**src/rtl/sram_ctrl_pkg.sv**
```systemverilog
// Shared types and static macro tie-offs for the SRAM port controllers.
package sram_ctrl_pkg;

    // Port controller sequencing: zero-fill sweep, then normal traffic.
    typedef enum logic [0:0] {
        ST_CLEAR = 1'b0,
        ST_RUN   = 1'b1
    } ctrl_state_e;

    // Static macro trim / test pins.
    localparam logic [3:0] SRAM_RM_DEFAULT    = 4'b0010;
    localparam logic       SRAM_RME_DEFAULT   = 1'b0;
    localparam logic       SRAM_TEST1_DEFAULT = 1'b0;

    // Width of a counter that must hold values 0..max_val inclusive.
    function automatic int unsigned cnt_width(input int unsigned max_val);
        return (max_val < 2) ? 1 : $clog2(max_val + 1);
    endfunction

endpackage

```
**src/rtl/sram_rsp_fifo.sv**
```systemverilog
// Small synchronous FIFO holding read data returned by the macro.
// Supports push and pop in the same cycle; reports its occupancy.
module sram_rsp_fifo
    import sram_ctrl_pkg::*;
#(
    parameter int unsigned DATA_W    = 32,
    parameter int unsigned RSP_DEPTH = 3
) (
    input  logic                                 clk,
    input  logic                                 rst_n,
    input  logic                                 push,
    input  logic [DATA_W-1:0]                    push_data,
    input  logic                                 pop,
    output logic [DATA_W-1:0]                    pop_data,
    output logic                                 empty,
    output logic [cnt_width(RSP_DEPTH)-1:0]      occ
);

    localparam int unsigned OCC_W = cnt_width(RSP_DEPTH);
    localparam int unsigned PTR_W = (RSP_DEPTH > 1) ? $clog2(RSP_DEPTH) : 1;

    logic [DATA_W-1:0] mem [RSP_DEPTH];
    logic [PTR_W-1:0]  wr_ptr_q, wr_ptr_d;
    logic [PTR_W-1:0]  rd_ptr_q, rd_ptr_d;
    logic [OCC_W-1:0]  occ_q, occ_d;
    logic              full;
    logic              push_ok, pop_ok;

    // Pointer advance with wrap at a depth that need not be a power of two.
    function automatic logic [PTR_W-1:0] ptr_inc(input logic [PTR_W-1:0] p);
        return (p == PTR_W'(RSP_DEPTH - 1)) ? '0 : p + PTR_W'(1);
    endfunction

    assign full  = (occ_q == OCC_W'(RSP_DEPTH));
    assign empty = (occ_q == '0);
    // A push into a full buffer is only legal when an entry leaves in the same cycle.
    assign push_ok = push & (~full | pop);
    assign pop_ok  = pop & ~empty;

    // Next-state for pointers and occupancy.
    always_comb begin
        wr_ptr_d = wr_ptr_q;
        rd_ptr_d = rd_ptr_q;
        occ_d    = occ_q;
        if (push_ok) begin
            wr_ptr_d = ptr_inc(wr_ptr_q);
        end
        if (pop_ok) begin
            rd_ptr_d = ptr_inc(rd_ptr_q);
        end
        unique case ({push_ok, pop_ok})
            2'b10:   occ_d = occ_q + OCC_W'(1);
            2'b01:   occ_d = occ_q - OCC_W'(1);
            default: occ_d = occ_q;
        endcase
    end

    // Pointer and occupancy registers, synchronous active-low reset.
    always_ff @(posedge clk) begin
        if (!rst_n) begin
            wr_ptr_q <= '0;
            rd_ptr_q <= '0;
            occ_q    <= '0;
        end else begin
            wr_ptr_q <= wr_ptr_d;
            rd_ptr_q <= rd_ptr_d;
            occ_q    <= occ_d;
        end
    end

    // Data storage; contents are only observed through valid entries, so no reset.
    always_ff @(posedge clk) begin
        if (push_ok) begin
            mem[wr_ptr_q] <= push_data;
        end
    end

    assign pop_data = mem[rd_ptr_q];
    assign occ      = occ_q;

endmodule

```
**src/rtl/sram_dp_port_ctrl.sv**
```systemverilog
// Initiator for one port of the dual-port node-store SRAM macro.
// Turns a valid/ready request stream into macro strobes, absorbs the registered-Q
// latency and returns read data in request order on a valid/ready response stream.
// Optionally zero-fills the whole array after reset before accepting traffic.
module sram_dp_port_ctrl
    import sram_ctrl_pkg::*;
#(
    parameter int unsigned ADDR_W         = 10,
    parameter int unsigned DATA_W         = 32,
    parameter int unsigned RSP_DEPTH      = 3,
    parameter bit          CLEAR_ON_RESET = 1'b1
) (
    input  logic              clk,
    input  logic              rst_n,
    // request stream
    input  logic              req_valid,
    output logic              req_ready,
    input  logic              req_we,
    input  logic [ADDR_W-1:0] req_addr,
    input  logic [DATA_W-1:0] req_wdata,
    input  logic [DATA_W-1:0] req_wmask,
    // response stream
    output logic              rsp_valid,
    input  logic              rsp_ready,
    output logic [DATA_W-1:0] rsp_rdata,
    output logic              init_done,
    // macro port
    output logic              sram_me,
    output logic              sram_we,
    output logic [ADDR_W-1:0] sram_adr,
    output logic [DATA_W-1:0] sram_d,
    output logic [DATA_W-1:0] sram_wem,
    input  logic [DATA_W-1:0] sram_q,
    output logic              sram_test1,
    output logic              sram_rme,
    output logic [3:0]        sram_rm
);

    localparam int unsigned OCC_W = cnt_width(RSP_DEPTH);
    // Occupancy plus one in-flight read can reach RSP_DEPTH + 1.
    localparam int unsigned CNT_W = cnt_width(RSP_DEPTH + 1);

    ctrl_state_e       state_q, state_d;
    logic [ADDR_W-1:0] clear_addr_q, clear_addr_d;
    logic              init_done_q;
    logic              req_ready_q, req_ready_d;
    logic              inflight_q, inflight_d;

    logic              req_fire;
    logic              rd_fire;
    logic              clearing;
    logic              clear_last;

    logic              fifo_push;
    logic              fifo_pop;
    logic              fifo_empty;
    logic [DATA_W-1:0] fifo_data;
    logic [OCC_W-1:0]  fifo_occ;

    logic [CNT_W-1:0]  occ_nxt;
    logic [CNT_W-1:0]  outstanding_nxt;

    // Request handshake; req_ready_q is only ever set while in RUN.
    assign req_fire = req_valid & req_ready_q;
    assign rd_fire  = req_fire & ~req_we;

    // Sweep writes are held off while reset is asserted so the macro sees no strobes.
    assign clearing   = (state_q == ST_CLEAR) & rst_n;
    assign clear_last = (clear_addr_q == {ADDR_W{1'b1}});

    // Macro strobes: sweep writes during CLEAR, pass-through of accepted requests in RUN.
    always_comb begin
        sram_me  = 1'b0;
        sram_we  = 1'b0;
        sram_adr = '0;
        sram_d   = '0;
        sram_wem = '0;
        if (clearing) begin
            sram_me  = 1'b1;
            sram_we  = 1'b1;
            sram_adr = clear_addr_q;
            sram_d   = '0;
            sram_wem = {DATA_W{1'b1}};
        end else if (req_fire) begin
            sram_me  = 1'b1;
            sram_we  = req_we;
            sram_adr = req_addr;
            sram_d   = req_wdata;
            sram_wem = req_we ? req_wmask : '0;
        end
    end

    // The macro presents Q one cycle after a read strobe; capture it then.
    assign fifo_push = inflight_q;
    assign fifo_pop  = rsp_valid & rsp_ready;

    sram_rsp_fifo #(
        .DATA_W    (DATA_W),
        .RSP_DEPTH (RSP_DEPTH)
    ) u_rsp_fifo (
        .clk       (clk),
        .rst_n     (rst_n),
        .push      (fifo_push),
        .push_data (sram_q),
        .pop       (fifo_pop),
        .pop_data  (fifo_data),
        .empty     (fifo_empty),
        .occ       (fifo_occ)
    );

    // Next-state: sweep progress, in-flight tracking and registered request credit.
    always_comb begin
        state_d      = state_q;
        clear_addr_d = clear_addr_q;
        if (state_q == ST_CLEAR) begin
            if (clear_last) begin
                state_d = ST_RUN;
            end else begin
                clear_addr_d = clear_addr_q + ADDR_W'(1);
            end
        end
        inflight_d = rd_fire;
        // Look ahead one cycle so req_ready can be a flop with no path from rsp_ready.
        occ_nxt         = CNT_W'(fifo_occ) + CNT_W'(fifo_push) - CNT_W'(fifo_pop);
        outstanding_nxt = occ_nxt + CNT_W'(inflight_d);
        req_ready_d     = (state_d == ST_RUN) && (outstanding_nxt < CNT_W'(RSP_DEPTH));
    end

    // Controller FSM with registered outputs.
    always_ff @(posedge clk) begin
        if (!rst_n) begin
            state_q      <= CLEAR_ON_RESET ? ST_CLEAR : ST_RUN;
            clear_addr_q <= '0;
            init_done_q  <= 1'b0;
            req_ready_q  <= 1'b0;
            inflight_q   <= 1'b0;
        end else begin
            state_q      <= state_d;
            clear_addr_q <= clear_addr_d;
            init_done_q  <= init_done_q | (state_q == ST_RUN);
            req_ready_q  <= req_ready_d;
            inflight_q   <= inflight_d;
        end
    end

    assign req_ready  = req_ready_q;
    assign init_done  = init_done_q;
    assign rsp_valid  = ~fifo_empty;
    // Keep the data bus quiet when nothing is presented.
    assign rsp_rdata  = rsp_valid ? fifo_data : '0;

    assign sram_test1 = SRAM_TEST1_DEFAULT;
    assign sram_rme   = SRAM_RME_DEFAULT;
    assign sram_rm    = SRAM_RM_DEFAULT;

endmodule
```
**config.mk**
```make
export PLATFORM = sky130hd
export DESIGN_NAME = sram_dp_port_ctrl
export DESIGN_NICKNAME = d
export VERILOG_FILES = /design/src/rtl/sram_ctrl_pkg.sv /design/src/rtl/sram_rsp_fifo.sv /design/src/rtl/sram_dp_port_ctrl.sv
export SDC_FILE = /design/constraint.sdc
export NUM_CORES = 1
export LEC_CHECK = 0
export BUFFER_PORTS_ARGS = -buffer_cell sky130_fd_sc_hd__buf_2
export CAP_MARGIN = 25
export CORE_MARGIN = 5
export CORE_UTILIZATION = 44
export DETAILED_ROUTE_END_ITERATION = 8
export PLACE_DENSITY = 0.77
export SLEW_MARGIN = 30
export SYNTH_ARGS = -nofsm -noshare
export SYNTH_HDL_FRONTEND = slang
export SYNTH_SLANG_ARGS = --single-unit
export TNS_END_PERCENT = 20
```
**constraint.sdc**
```tcl
create_clock -name clk -period 3.7 [get_ports clk]
set_input_delay 0.555 -clock clk [delete_from_list [all_inputs] [get_ports clk]]
set_output_delay 0.555 -clock clk [all_outputs]
set_load 0.01 [all_outputs]
```
# Word-level counts from Yosys, hierarchy flattened
# Memory sizes are Yosys's and may differ from the RTL's. A register that Yosys moved wholly into a read port is not among the register bits.
# Cells that the tools add are included.
[word_totals]
mem_count = 1
mem_bits_rw = 96
regBits = 20
word_cells = 62
inputBits = 111
[op_classes]
n_bitwise = 13
order_cmp = 1
n_addsub = 8
mux = 21
n_eq_ne = 6
n_reduce_logical = 4
[mem_list]
columns = ["name", "depth", "word_bits", "read_ports", "rd_clocked_by_memory_dff", "wr", "line_no", "text"]
rows = [
  ["u_rsp_fifo.mem", 3, 32, 1, 1, 1, "sram_rsp_fifo.sv:22", "logic [DATA_W-1:0] mem [RSP_DEPTH];"],
]
[ops]
columns = ["cell", "n"]
rows = [
  ["32-bit two-way mux", 6],
  ["10-bit two-way mux", 2],
  ["10-bit by 1-bit adder with 10-bit output (second input constant)", 1],
  ["10-bit equality test (second input constant)", 1],
  ["2-bit equality test (second input constant)", 4],
  ["1-bit two-way mux", 8],
  ["2-bit two-way mux", 4],
  ["2-bit by 1-bit adder with 2-bit output (second input constant)", 3],
  ["1-bit bitwise AND", 6],
  ["1-bit NOT", 5],
  ["2-bit case mux with 2 select lines", 1],
  ["2-bit by 1-bit adder with 3-bit output", 1],
  ["3-bit by 1-bit adder with 3-bit output", 1],
  ["3-bit by 2-bit less-than comparator with 1-bit output (second input constant)", 1],
  ["3-bit by 1-bit subtractor with 3-bit output", 1],
  ["2-bit by 1-bit equality test with 1-bit output (second input constant)", 1],
  ["2-bit zero test", 1],
  ["1-bit bitwise OR", 2],
  ["2-bit AND reduction", 1],
  ["2-bit nonzero test", 1],
  ["2-bit by 1-bit subtractor with 2-bit output (second input constant)", 1],
  ["1-bit logical AND", 1],
]

# Depth between registers and ports, before layout
# Gate-level depths: netlist of run 1.
[depth]
depth_word = 7
depth_mapped = 9

# Cells and area by module
# From an unflattened synthesis of run 1, not the netlist that was laid out.
[hier_totals]
hier_cells = 465
area_unflattened_um2 = 5665.4
[modules_own_cells]
columns = ["mod", "seq_area_each_um2", "area_per_inst_um2", "cells_each", "n_inst"]
rows = [
  ["sram_rsp_fifo", 3042.9, 3881.2, 239, 1],
  ["sram_dp_port_ctrl", 280.3, 1784.2, 226, 1],
]

# Least setup slack after synthesis of run 1
# No wires, ideal clock.
[synth_path]
path_kind = "in2reg"
from = "in rsp_ready"
to = "mem u_rsp_fifo.mem[2][0], enable pin"
arrival_time_ns = 3.181
path_buffers = 0
cell_stages = 3
slack_ns = 0.052
setup_time_ns = 0.468
path_cell_list = "nand3b_1 > nand2_1 > nor3b_1"
[synth_between]
elab_chain_len = 5
[synth_lines]
columns = ["element", "line_no", "text"]
rows = [
  ["from (decl)", "sram_dp_port_ctrl.sv:24", "input logic rsp_ready,"],
  ["1-bit bitwise AND", "sram_dp_port_ctrl.sv:95", "assign fifo_pop = rsp_valid & rsp_ready;"],
  ["1-bit bitwise OR", "sram_rsp_fifo.sv:37", "assign push_ok = push & (~full | pop);"],
  ["1-bit bitwise AND", "sram_rsp_fifo.sv:37", ""],
  ["1-bit two-way mux", "sram_rsp_fifo.sv:73", "if (push_ok) begin"],
  ["1-bit two-way mux (implied by the code)", "sram_rsp_fifo.sv:74", "mem[wr_ptr_q] <= push_data;"],
  ["to (decl)", "sram_rsp_fifo.sv:22", ""],
]
# No other way between the ends.

# Worst setup path after layout of run 1
[layout_path]
from = "reg state_q"
to = "out sram_adr[7]"
[layout_between]
elab_chain_len = 3
[layout_lines]
columns = ["element", "line_no", "text"]
rows = [
  ["from (decl)", "sram_dp_port_ctrl.sv:43", "ctrl_state_e state_q, state_d;"],
  ["from (signal assigned)", "sram_dp_port_ctrl.sv:132", "state_q <= CLEAR_ON_RESET ? ST_CLEAR : ST_RUN;"],
  ["from (signal assigned)", "sram_dp_port_ctrl.sv:138", "state_q <= state_d;"],
  ["1-bit NOT (no source line)", "--", ""],
  ["1-bit bitwise AND", "sram_dp_port_ctrl.sv:68", "assign clearing = (state_q == ST_CLEAR) & rst_n;"],
  ["10-bit two-way mux", "sram_dp_port_ctrl.sv:78", "if (clearing) begin"],
  ["to (decl)", "sram_dp_port_ctrl.sv:30", "output logic [ADDR_W-1:0] sram_adr,"],
]
# No other way between the ends.

==> run summary, run 1 <==
=======================================================================================
Status                                                                        completed
Max-slew violation count                                                              0
Category of the most critical setup path                                   register to output pin
Floorplan die height                                                           122.9 um
Final wirelength                                                               14.35 mm
Area of the placeable core                                                   12570 um^2
Required arrival time at the worst endpoint                                     3.14 ns
Seq cells post-synth                                                                118
Detailed-routing iteration count for the pre-antenna-repair pass                      4
Final cell utilization of the core                                               58.89%
Unrepaired setup endpoints after global routing                                   false
Min Hold Slack                                                                0.3524 ns
Initial Utilization                                                              44.66%
Synth warn                                                                            0
Synth cell types                                                                     61
TritonCTS clock tree                                                               done
Total congestion overflow after global routing                                        0
Layout cells sized above 1                                                       45.17%
Largest fanout of any net on the critical path                                       42
Number of nets still failing antenna checks after routing                             0
Number of buffers inserted during clock tree synthesis                               17
Setup TNS                                                                          0 ns
Pwr per Cell Area                                                          430.2 nW/um^2
Classification of the worst-slack hold path                                input port to register
Seq/Total Area, Yosys                                                            59.21%
Max_cap viols                                                                         0
Clk Latency, worst-skew pair                                                    0.40 ns
Max H-tree Level                                                                      4
Area after detailed placement                                                 6840 um^2
Maximum buffer depth of the clock tree                                                2
Critical path arrival                                                           2.20 ns
Transition at the pin with the smallest max-transition slack                  0.7111 ns
Total Die Area                                                               15120 um^2
Number of hold violations in the final report                                         0
Average footprint of a synthesized cell                                      12.93 um^2
Async set-reset flop share out of synthesis                                          0%
Slowest cell on the critical path                                          sky130_fd_sc_hd__dfxtp_1
Worst Clk Skew                                                              0.005113 ns
Resize count post-CTS                                                                 0
Tot GR Track Use                                                                 18.90%
Achievable Freq                                                               363.4 MHz
Area growth, synth to finish                                                     31.85%
CTS Root Buffer Type                                                       sky130_fd_sc_hd__clkbuf_16
Final instance area                                                           7401 um^2
Chain of cells forming the critical path                                   nor2b_4, nor2_4, a22o_1, buf_2
Cts hold-fix bufs                                                                     0
Wire length of the first global-routing pass                                   21.82 mm
Initial antenna violation count                                                       1
Port Buffer Count                                                                   221
Total power draw                                                               3.184 mW
Number of vias after detailed routing                                              4227
DRC errors left                                                                       0
Last weighted congestion value of the routability-driven placer                  0.9434
IR Drop Worst-Case VDD                                                      0.0003091 V
Element type at the critical path end                                        output pin
Crit-path max cell delay                                                        0.66 ns
Number of global-route vias before repair                                          4372
I/O pin cnt                                                                         228
Sort of element at the start of the critical path                              register
Floorplan die width                                                            122.9 um
Max transition margin                                                            52.53%
Clk sinks                                                                           118
Buffer count from post-CTS setup fixing                                               0
Leakage                                                                        3.038 nW
Gate count after technology mapping                                                 434
Sequential Area                                                               3327 um^2
Average detailed-routed wire length per instance                               17.19 um
Placement Rows                                                                       41
Detail-routed via count per cell                                                  5.062
Number of violations reported at the end of detailed-routing iteration 0            228
Final setup fails                                                                     0
Clock slew at reported path FFs                                                 0.06 ns
Final worst path period share                                                    74.37%
Most used flip-flop cell after synthesis                                   sky130_fd_sc_hd__edfxtp_1
HPWL Detailed                                                                  10.29 mm
Count of nets after finishing                                                       765
Filler instances                                                                   1009
Post-Synthesis Cell Area                                                      5613 um^2
Time the worst path needs with I/O delays and setup                            2.752 ns
Largest net degree at the start of global routing                                    43
Area taken by multi-input logic gates                                         2086 um^2
Count of flip-flops with a built-in enable after synthesis                           96
=======================================================================================
## cells by family after synthesis
kind of cell	after synthesis	share of synthesized area, %
adder cells (fa/ha/maj)	5	1.382
XOR/XNOR	2	0.3121
AO/OA/AOI/OAI	77	10.81
buffers and inverters	47	4.436
other	2	0.1338
AND/OR/NAND/NOR	119	11.59
multiplexers	64	12.13
flip-flops	118	59.21
## registers in the layout, summed over array words and instances, names as in the netlist, named ones only
register	count
clear_addr_q	10
u_rsp_fifo.mem	96
req_ready	1
u_rsp_fifo.rd_ptr_q	2
state_q	1
u_rsp_fifo.wr_ptr_q	2
fifo_push	1
u_rsp_fifo.occ	2
init_done	1
## worst max-delay path: cells and delay by family, from the launching register on
family                 cells  cell delay [ns]
flip-flops                 1             0.66
buffers and inverters      1             0.14
AND/OR/NAND/NOR            2             0.72
AO/OA/AOI/OAI              1             0.26
## worst paths after layout
path / startpoint / end / slack [ns] / depth (start not counted)
worst min register to register: init_done / init_done / 0.46 / 2
worst max-delay path: state_q / sram_adr[7] / 0.95 / 4
worst min-delay path: sram_q[20] / u_rsp_fifo.mem[0][20] / 0.35 / 1
worst max register to register: u_rsp_fifo.occ[1] / req_ready / 1.27 / 9
## report_power, final
part / internal [mW] / switching [mW]
clock network: 0.926 / 0.580
logic: 0.102 / 0.103
registers: 1.44 / 0.0278
## routing by layer
| layer | wire length (um) | vias to the layer above | track usage (%) |
|---|---|---|---|
| met5 | 0 | - | 0 |
| met4 | 244 | 0 | 6.718 |
| li1 | - | 2019 | - |
| met3 | 1029 | 20 | 5.855 |
| met2 | 7589 | 165 | 34.37 |
| met1 | 5488 | 2023 | 20.71 |
## cells in the mapped netlist, types with 6 or more instances
| library cell | instances | area [um^2] |
|---|---|---|
| sky130_fd_sc_hd__clkbuf_1 | 10 | 37.54 |
| sky130_fd_sc_hd__dfxtp_1 | 22 | 440.4 |
| sky130_fd_sc_hd__buf_2 | 12 | 60.06 |
| sky130_fd_sc_hd__inv_1 | 11 | 41.29 |
| sky130_fd_sc_hd__o21a_1 | 32 | 240.2 |
| sky130_fd_sc_hd__mux2_2 | 24 | 270.3 |
| sky130_fd_sc_hd__edfxtp_1 | 96 | 2883 |
| sky130_fd_sc_hd__a21oi_1 | 6 | 30.03 |
| sky130_fd_sc_hd__nand2_1 | 12 | 45.04 |
| sky130_fd_sc_hd__mux2i_1 | 32 | 320.3 |
| sky130_fd_sc_hd__and2_1 | 33 | 206.5 |
| sky130_fd_sc_hd__nor2_1 | 42 | 157.7 |
| sky130_fd_sc_hd__mux2_1 | 8 | 90.09 |
| sky130_fd_sc_hd__a22o_1 | 9 | 78.83 |
| sky130_fd_sc_hd__buf_4 | 10 | 75.07 |
## cell type report
type,count,share of cell area (%)
inverters,11,0.5579
well taps,172,2.908
clock buffers,18,5.799
repair buffers,228,15.82
flip-flops and latches,118,44.95
clock inverters,14,1.741
multi-input cells,273,28.18
diodes,1,0.03381
## cells in the final DEF, fill, tap and decap left out, types with 4 or more instances in the layout
cell and n:
sky130_fd_sc_hd__and2_1 33, sky130_fd_sc_hd__o21ai_0 5, sky130_fd_sc_hd__clkinv_4 6, sky130_fd_sc_hd__nor2_1 39, sky130_fd_sc_hd__edfxtp_1 96, sky130_fd_sc_hd__dfxtp_1 21, sky130_fd_sc_hd__buf_4 6, sky130_fd_sc_hd__nand2_1 12
sky130_fd_sc_hd__inv_1 11, sky130_fd_sc_hd__mux2_2 24, sky130_fd_sc_hd__a21oi_1 6, sky130_fd_sc_hd__clkbuf_16 17, sky130_fd_sc_hd__a22o_1 9, sky130_fd_sc_hd__o21a_1 32, sky130_fd_sc_hd__conb_1 6, sky130_fd_sc_hd__mux2_1 8
sky130_fd_sc_hd__mux2i_1 32, sky130_fd_sc_hd__nand3_1 4, sky130_fd_sc_hd__buf_2 221
## through the flow
stage	cells	setup slack [ns]
after global routing	835	0.7715
after floorplan	438	0.05178
final	835	0.9485
after detailed placement	802	1.071
after global placement	802	1.174
after CTS	834	0.9191
No activity file was read; power rests on OpenSTA's default activity.
==> run 2, diff against run 1 <==
==> constraint.sdc (replaced) <==
create_clock -name clk -period 2.4 [get_ports clk]
set_input_delay 0.36 -clock clk [delete_from_list [all_inputs] [get_ports clk]]
set_output_delay 0.36 -clock clk [all_outputs]
set_load 0.01 [all_outputs]
==> run 2 against run 1 <==
Net effect: total power grew 61%; die area unchanged; non-clock buffer count is 5 higher; cell count increased by 0.48%; combinational power grew 54%; critical path type is now register to register; critical endpoint is now req_ready.
==> run summary, run 2 (synthesized netlist as in run 1, its figures left out) <==
=======================================================================================
Status                                                                        completed   unchanged
Initial antenna violation count                                                       1   unchanged
Min Hold Slack                                                                0.1583 ns   was 0.3524 ns
Most flops, register                                                       u_rsp_fifo.mem   unchanged
Leakage                                                                        3.080 nW   was 3.038 nW
Pwr per Cell Area                                                          678.0 nW/um^2   was 430.2 nW/um^2
Buffer count from post-CTS setup fixing                                               0   unchanged
CTS Root Buffer Type                                                       sky130_fd_sc_hd__clkbuf_16   unchanged
Time the worst path needs with I/O delays and setup                            2.249 ns
Floorplan die height                                                           122.9 um   unchanged
Area taken by multi-input logic gates                                         2092 um^2   was 2086 um^2
Area after detailed placement                                                 6944 um^2   was 6840 um^2
Number of global-route vias before repair                                          4425   was 4372
Average detailed-routed wire length per instance                               16.51 um   was 17.19 um
Clk Latency, worst-skew pair                                                    0.40 ns   about the same
Number of cells on the worst hold path                                                1   unchanged
Area of the placeable core                                                   12570 um^2   unchanged
Wire length of the first global-routing pass                                   21.75 mm   was 21.82 mm
Hold path startpoint                                                          sram_q[4]   was sram_q[20]
Port Buffer Count                                                                   221   unchanged
R2r startpoint                                                             u_rsp_fifo.occ[0]   was u_rsp_fifo.occ[1]
Maximum buffer depth of the clock tree                                                2   unchanged
Tot GR Track Use                                                                 18.56%   was 18.90%
Flip-flop count of the largest register, all copies and words added                  96   unchanged
Classification of the worst-slack hold path                                input port to register   unchanged
Placement Rows                                                                       41   unchanged
I/O pin cnt                                                                         228   unchanged
Max transition margin                                                            59.76%   was 52.53%
Count of nets after finishing                                                       770   was 765
Commonest non-fill, non-tap cells in the layout                            sky130_fd_sc_hd__buf_2 (221), sky130_fd_sc_hd__edfxtp_1 (96), sky130_fd_sc_hd__nor2_1 (39)   unchanged
Initial Utilization                                                              44.66%   unchanged
Total congestion overflow after global routing                                        0   unchanged
Final wirelength                                                               13.85 mm   was 14.35 mm
Required arrival time at the worst endpoint                                     2.71 ns   was 3.14 ns
Number of buffers inserted during clock tree synthesis                               17   unchanged
Filler instances                                                                   1000   was 1009
Critical path arrival                                                           2.56 ns   was 2.20 ns
Commonest non-fill, non-tap cell in the layout                             sky130_fd_sc_hd__buf_2   unchanged
Largest net degree at the start of global routing                                    43   unchanged
Startpoint of the most critical setup path                                 u_rsp_fifo.occ[0]   was state_q
Detail-routed via count per cell                                                  5.083   was 5.062
HPWL Detailed                                                                  9.994 mm   was 10.29 mm
Clk sinks                                                                           118   unchanged
DRC errors left                                                                       0   unchanged
Detailed-routing iteration count for the pre-antenna-repair pass                      5   was 4
Number of cells on the worst reg-to-reg path                                          9   unchanged
Max-slew violation count                                                              0   unchanged
Number of vias after detailed routing                                              4265   was 4227
Final instance area                                                           7548 um^2   was 7401 um^2
Category of the most critical setup path                                   register to register   was register to output pin
Transition at the pin with the smallest max-transition slack                  0.6037 ns   was 0.7111 ns
N_diodes                                                                              0   was 1
Final setup fails                                                                     0   unchanged
Clock slew at reported path FFs                                                 0.06 ns   about the same
Achievable Freq                                                               444.6 MHz
Unrepaired setup endpoints after global routing                                   false   unchanged
Largest fanout of any net on the critical path                                        5   was 42
Element type at the critical path end                                          register   was output pin
Last weighted congestion value of the routability-driven placer                  0.9231   was 0.9434
Sequential Area                                                               3326 um^2   was 3327 um^2
Number of hold violations in the final report                                         0   unchanged
Floorplan die width                                                            122.9 um   unchanged
Worst Clk Skew                                                              0.009357 ns   was 0.005113 ns
IR Drop Worst-Case VDD                                                      0.0004220 V   was 0.0003091 V
Setup TNS                                                                          0 ns   unchanged
Largest regs                                                               u_rsp_fifo.mem x96, clear_addr_q x10   unchanged
Total Die Area                                                               15120 um^2   unchanged
Area growth, synth to finish                                                     34.49%   was 31.85%
Max_cap viols                                                                         0   unchanged
Number of violations reported at the end of detailed-routing iteration 0            220   was 228
Max H-tree Level                                                                      4   unchanged
Sort of element at the start of the critical path                              register   unchanged
Final worst path period share                                                    93.72%
Number of nets still failing antenna checks after routing                             0   unchanged
TritonCTS clock tree                                                               done   unchanged
Layout cells sized above 1                                                       45.88%   was 45.17%
=======================================================================================
-- run 2: cell count changes in the layout (fill, tap and decap cells not counted), moves of 2 or more --
cell                         previous run  this run
sky130_fd_sc_hd__bufinv_16              1         3
sky130_fd_sc_hd__dfxtp_2                0         2
sky130_fd_sc_hd__clkinv_4               6         1
sky130_fd_sc_hd__clkinvlp_4             2         6
sky130_fd_sc_hd__buf_12                 1         6
sky130_fd_sc_hd__clkinv_2               2         0
-- run 2: repair_timing --
item	4_1_cts	5_1_grt
endpoints found under the setup margin	0	54
hold buffers	0	0
gates resized for setup	0	2
-- run 2: final cells by class --
| cell class | instances | area share (%) |
|---|---|---|
| Inverter | 11 | 0.5470 |
| Sequential cell | 118 | 44.06 |
| Multi-Input combinational cell | 273 | 27.71 |
| Tap cell | 172 | 2.851 |
| Clock inverter | 15 | 2.354 |
| Clock buffer | 17 | 5.636 |
| Timing Repair Buffer | 233 | 16.84 |
-- run 2: path summary, 6_finish.rpt --
path,endpoint,slack (ns)
max reg2reg,req_ready,0.15
min reg2reg,init_done,0.47
max,req_ready,0.15
min,u_rsp_fifo.mem[0][4],0.16
-- run 2: critical path, stage by stage (launching register included) --
cell	delay [ns]
sky130_fd_sc_hd__dfxtp_1	0.32
sky130_fd_sc_hd__o21ai_2	0.23
sky130_fd_sc_hd__inv_2	0.06
sky130_fd_sc_hd__ha_1	0.28
sky130_fd_sc_hd__fa_1	0.36
sky130_fd_sc_hd__inv_1	0.07
sky130_fd_sc_hd__fa_1	0.41
sky130_fd_sc_hd__inv_1	0.06
sky130_fd_sc_hd__o22ai_1	0.10
sky130_fd_sc_hd__a2111oi_4	0.26
-- run 2: per-layer routing --
metal,track usage [%],up-vias,part of all wire (%),wire length [um]
met5,0,-,0.13,18
met4,7.488,2,2.4,331
met3,5.535,23,7.2,999
met2,33.45,176,52,7203
met1,20.37,2031,38,5296
li1,-,2033,-,-
-- run 2: report_power, final --
| part | internal (mW) | switching (mW) |
|---|---|---|
| logic | 0.158 | 0.158 |
| registers | 2.23 | 0.0384 |
| clock network | 1.63 | 0.902 |
-- run 2: through the flow --
step	util, %	power [mW]	worst slack [ns]	cells
CTS	60.05	5.166	0.05692	839
finish	60.06	5.118	0.1507	839
floorplan	-	2.461	-0.05202	438
global route	60.06	5.301	0.01917	839
global placement	55.25	2.612	0.1097	807
detailed placement	55.25	2.626	0.07374	807
==> run 3, diff against run 2 <==
--- a/config.mk
+++ b/config.mk
@@ -7,6 +7,7 @@
 export LEC_CHECK = 0
 export BUFFER_PORTS_ARGS = -buffer_cell sky130_fd_sc_hd__buf_2
 export CAP_MARGIN = 25
+export CORE_ASPECT_RATIO = 0.5
 export CORE_MARGIN = 5
 export CORE_UTILIZATION = 44
 export DETAILED_ROUTE_END_ITERATION = 8
==> run 3 against run 2 <==
Net effect: total power increased by 1.9%; sequential cell count stayed put; non-clock buffer count grew 3; critical path type unchanged.
==> run summary, run 3 (synthesized netlist as in run 1, its figures left out) <==
=======================================================================================
IR Drop Worst-Case VDD                                                      0.0005603 V   was 0.0004220 V
Total Die Area                                                               15250 um^2   was 15120 um^2
Detail-routed via count per cell                                                  4.962   was 5.083
Maximum buffer depth of the clock tree                                                2   unchanged
Last weighted congestion value of the routability-driven placer                  0.8785   was 0.9231
Classification of the worst-slack hold path                                input port to register   unchanged
Largest net degree at the start of global routing                                    43   unchanged
Final worst path period share                                                    94.17%   was 93.72%
Max_cap viols                                                                         0   unchanged
Chain of cells forming the critical path                                   o21ai_2, inv_1, ha_1, fa_1, inv_1, fa_1, inv_1, o22ai_1, a2111oi_4   was o21ai_2, inv_2, ha_1, fa_1, inv_1, fa_1, inv_1, o22ai_1, a2111oi_4
Slowest cell on the critical path                                          sky130_fd_sc_hd__fa_1   unchanged
Achievable Freq                                                               442.4 MHz   was 444.6 MHz
Number of global-route vias before repair                                          4228   was 4425
Floorplan die height                                                           89.87 um   was 122.9 um
Reg2reg setup slack                                                             0.14 ns   was 0.15 ns
Tot GR Track Use                                                                 17.56%   was 18.56%
HPWL Detailed                                                                  9.634 mm   was 9.994 mm
Number of buffers inserted during clock tree synthesis                               17   unchanged
Commonest non-fill, non-tap cell in the layout                             sky130_fd_sc_hd__buf_2   unchanged
Transition at the pin with the smallest max-transition slack                  0.6657 ns   was 0.6037 ns
Sort of element at the start of the critical path                              register   unchanged
TritonCTS clock tree                                                               done   unchanged
Number of violations reported at the end of detailed-routing iteration 0            170   was 220
Element type at the critical path end                                          register   unchanged
N_diodes                                                                              0   unchanged
Layout cells sized above 1                                                       46.19%   was 45.88%
DRC errors left                                                                       0   unchanged
Final wirelength                                                               13.72 mm   was 13.85 mm
Most repeated library cell on the critical path                            sky130_fd_sc_hd__inv_1
CTS Root Buffer Type                                                       sky130_fd_sc_hd__clkbuf_16   unchanged
Clk Latency, worst-skew pair                                                    0.40 ns   about the same
Area growth, synth to finish                                                     35.02%   was 34.49%
Total congestion overflow after global routing                                        0   unchanged
Placement Rows                                                                       29   was 41
Largest fanout of any net on the critical path                                        3   was 5
Final setup fails                                                                     0   unchanged
Critical path arrival                                                           2.56 ns   about the same
Average detailed-routed wire length per instance                               16.36 um   was 16.51 um
Max H-tree Level                                                                      4   unchanged
Clock slew at reported path FFs                                                 0.06 ns   about the same
Clk sinks                                                                           118   unchanged
Setup TNS                                                                          0 ns   unchanged
Largest regs                                                               u_rsp_fifo.mem x96, clear_addr_q x10   unchanged
Initial antenna violation count                                                       0   was 1
Commonest non-fill, non-tap cells in the layout                            sky130_fd_sc_hd__buf_2 (221), sky130_fd_sc_hd__edfxtp_1 (96), sky130_fd_sc_hd__nor2_1 (39)   unchanged
Category of the most critical setup path                                   register to register   unchanged
Flip-flop count of the largest register, all copies and words added                  96   unchanged
Max transition margin                                                            55.52%   was 59.76%
Count of nets after finishing                                                       773   was 770
Most flops, register                                                       u_rsp_fifo.mem   unchanged
Port Buffer Count                                                                   221   unchanged
Final cell utilization of the core                                               60.19%   was 60.06%
Worst Clk Skew                                                              0.008478 ns   was 0.009357 ns
Area of the placeable core                                                   12590 um^2   was 12570 um^2
Number of nets still failing antenna checks after routing                             0   unchanged
Status                                                                        completed   unchanged
I/O pin cnt                                                                         228   unchanged
Max-slew violation count                                                              0   unchanged
Wire length of the first global-routing pass                                   21.42 mm   was 21.75 mm
Unrepaired setup endpoints after global routing                                   false   unchanged
Crit-path max cell delay                                                        0.41 ns   about the same
Time the worst path needs with I/O delays and setup                            2.260 ns   was 2.249 ns
Leakage                                                                        3.128 nW   was 3.080 nW
Number of hold violations in the final report                                         0   unchanged
Floorplan die width                                                            169.7 um   was 122.9 um
Initial Utilization                                                              44.58%   was 44.66%
Required arrival time at the worst endpoint                                     2.70 ns   was 2.71 ns
Detailed-routing iteration count for the pre-antenna-repair pass                      5   unchanged
Resize count post-CTS                                                                 0   unchanged
Number of vias after detailed routing                                              4163   was 4265
Pwr per Cell Area                                                          688.3 nW/um^2   was 678.0 nW/um^2
=======================================================================================
==> run 3: cell count changes in the layout (fill, tap and decap cells not counted), sizes merged <==
cell,before,now
inv,14,13
buf,233,236
clkinv,3,8
bufinv,3,4
clkinvlp,6,0
==> run 3: repair_timing <==
action	CTS	global route
hold buffers	0	0
setup endpoints to repair	0	1
setup buffers	0	1
==> run 3: layout make-up <==
class / count / area (um^2)
Clock inverter: 14 / 200.2
Fill cell: 1056 / 5012
Inverter: 11 / 41.29
Sequential cell: 118 / 3326
Timing Repair Buffer: 236 / 1281
Multi-Input combinational cell: 273 / 2092
Tap cell: 170 / 212.7
Clock buffer: 17 / 425.4
==> run 3: worst paths after layout <==
kind / from / endpoint / cells past startpoint
hold reg to reg: u_rsp_fifo.rd_ptr_q[0] / register / 2
setup / recovery: u_rsp_fifo.occ[0] / req_ready / 9
hold / removal: sram_q[5] / u_rsp_fifo.mem[1][5] / 1
setup reg to reg: u_rsp_fifo.occ[0] / req_ready / 9
==> run 3: stage by stage <==
stage	power (mW)	hold WS (ns)	setup slack (ns)	instance area, um^2	std cells
2_1_floorplan	2.461	0.4493	-0.05202	5633	438
3_3_place_gp	2.614	0.4607	0.1237	6945	807
3_5_place_dp	2.624	0.4732	0.04754	6945	807
4_1_cts	5.266	0.1383	0.09065	7571	838
5_1_grt	5.416	0.1449	0.01726	7579	839
6_report	5.216	0.1606	0.1398	7579	839
==> run 3: metal layers <==
layer / wire length (um) / track usage, % / vias up
met4: 155 / 6.095 / 0
met3: 865 / 4.996 / 13
met1: 5468 / 19.51 / 1990
li1: - / - / 2037
met2: 7234 / 32.12 / 123
met5: 0 / 0 / -
==> run 3: power by group <==
part	internal, mW	total [mW]	switching, mW
combinational	0.160	0.316	0.157
sequential	2.23	2.27	0.0390
clock	1.74	2.63	0.891
==> run 3: critical path: cells and delay by family (launching register included) <==
family | cells | cell delay [ns]
AOI/OAI and AO/OA | 3 | 0.56
DFF | 1 | 0.32
buffers and inverters | 3 | 0.24
adders and majority gates | 3 | 1.06
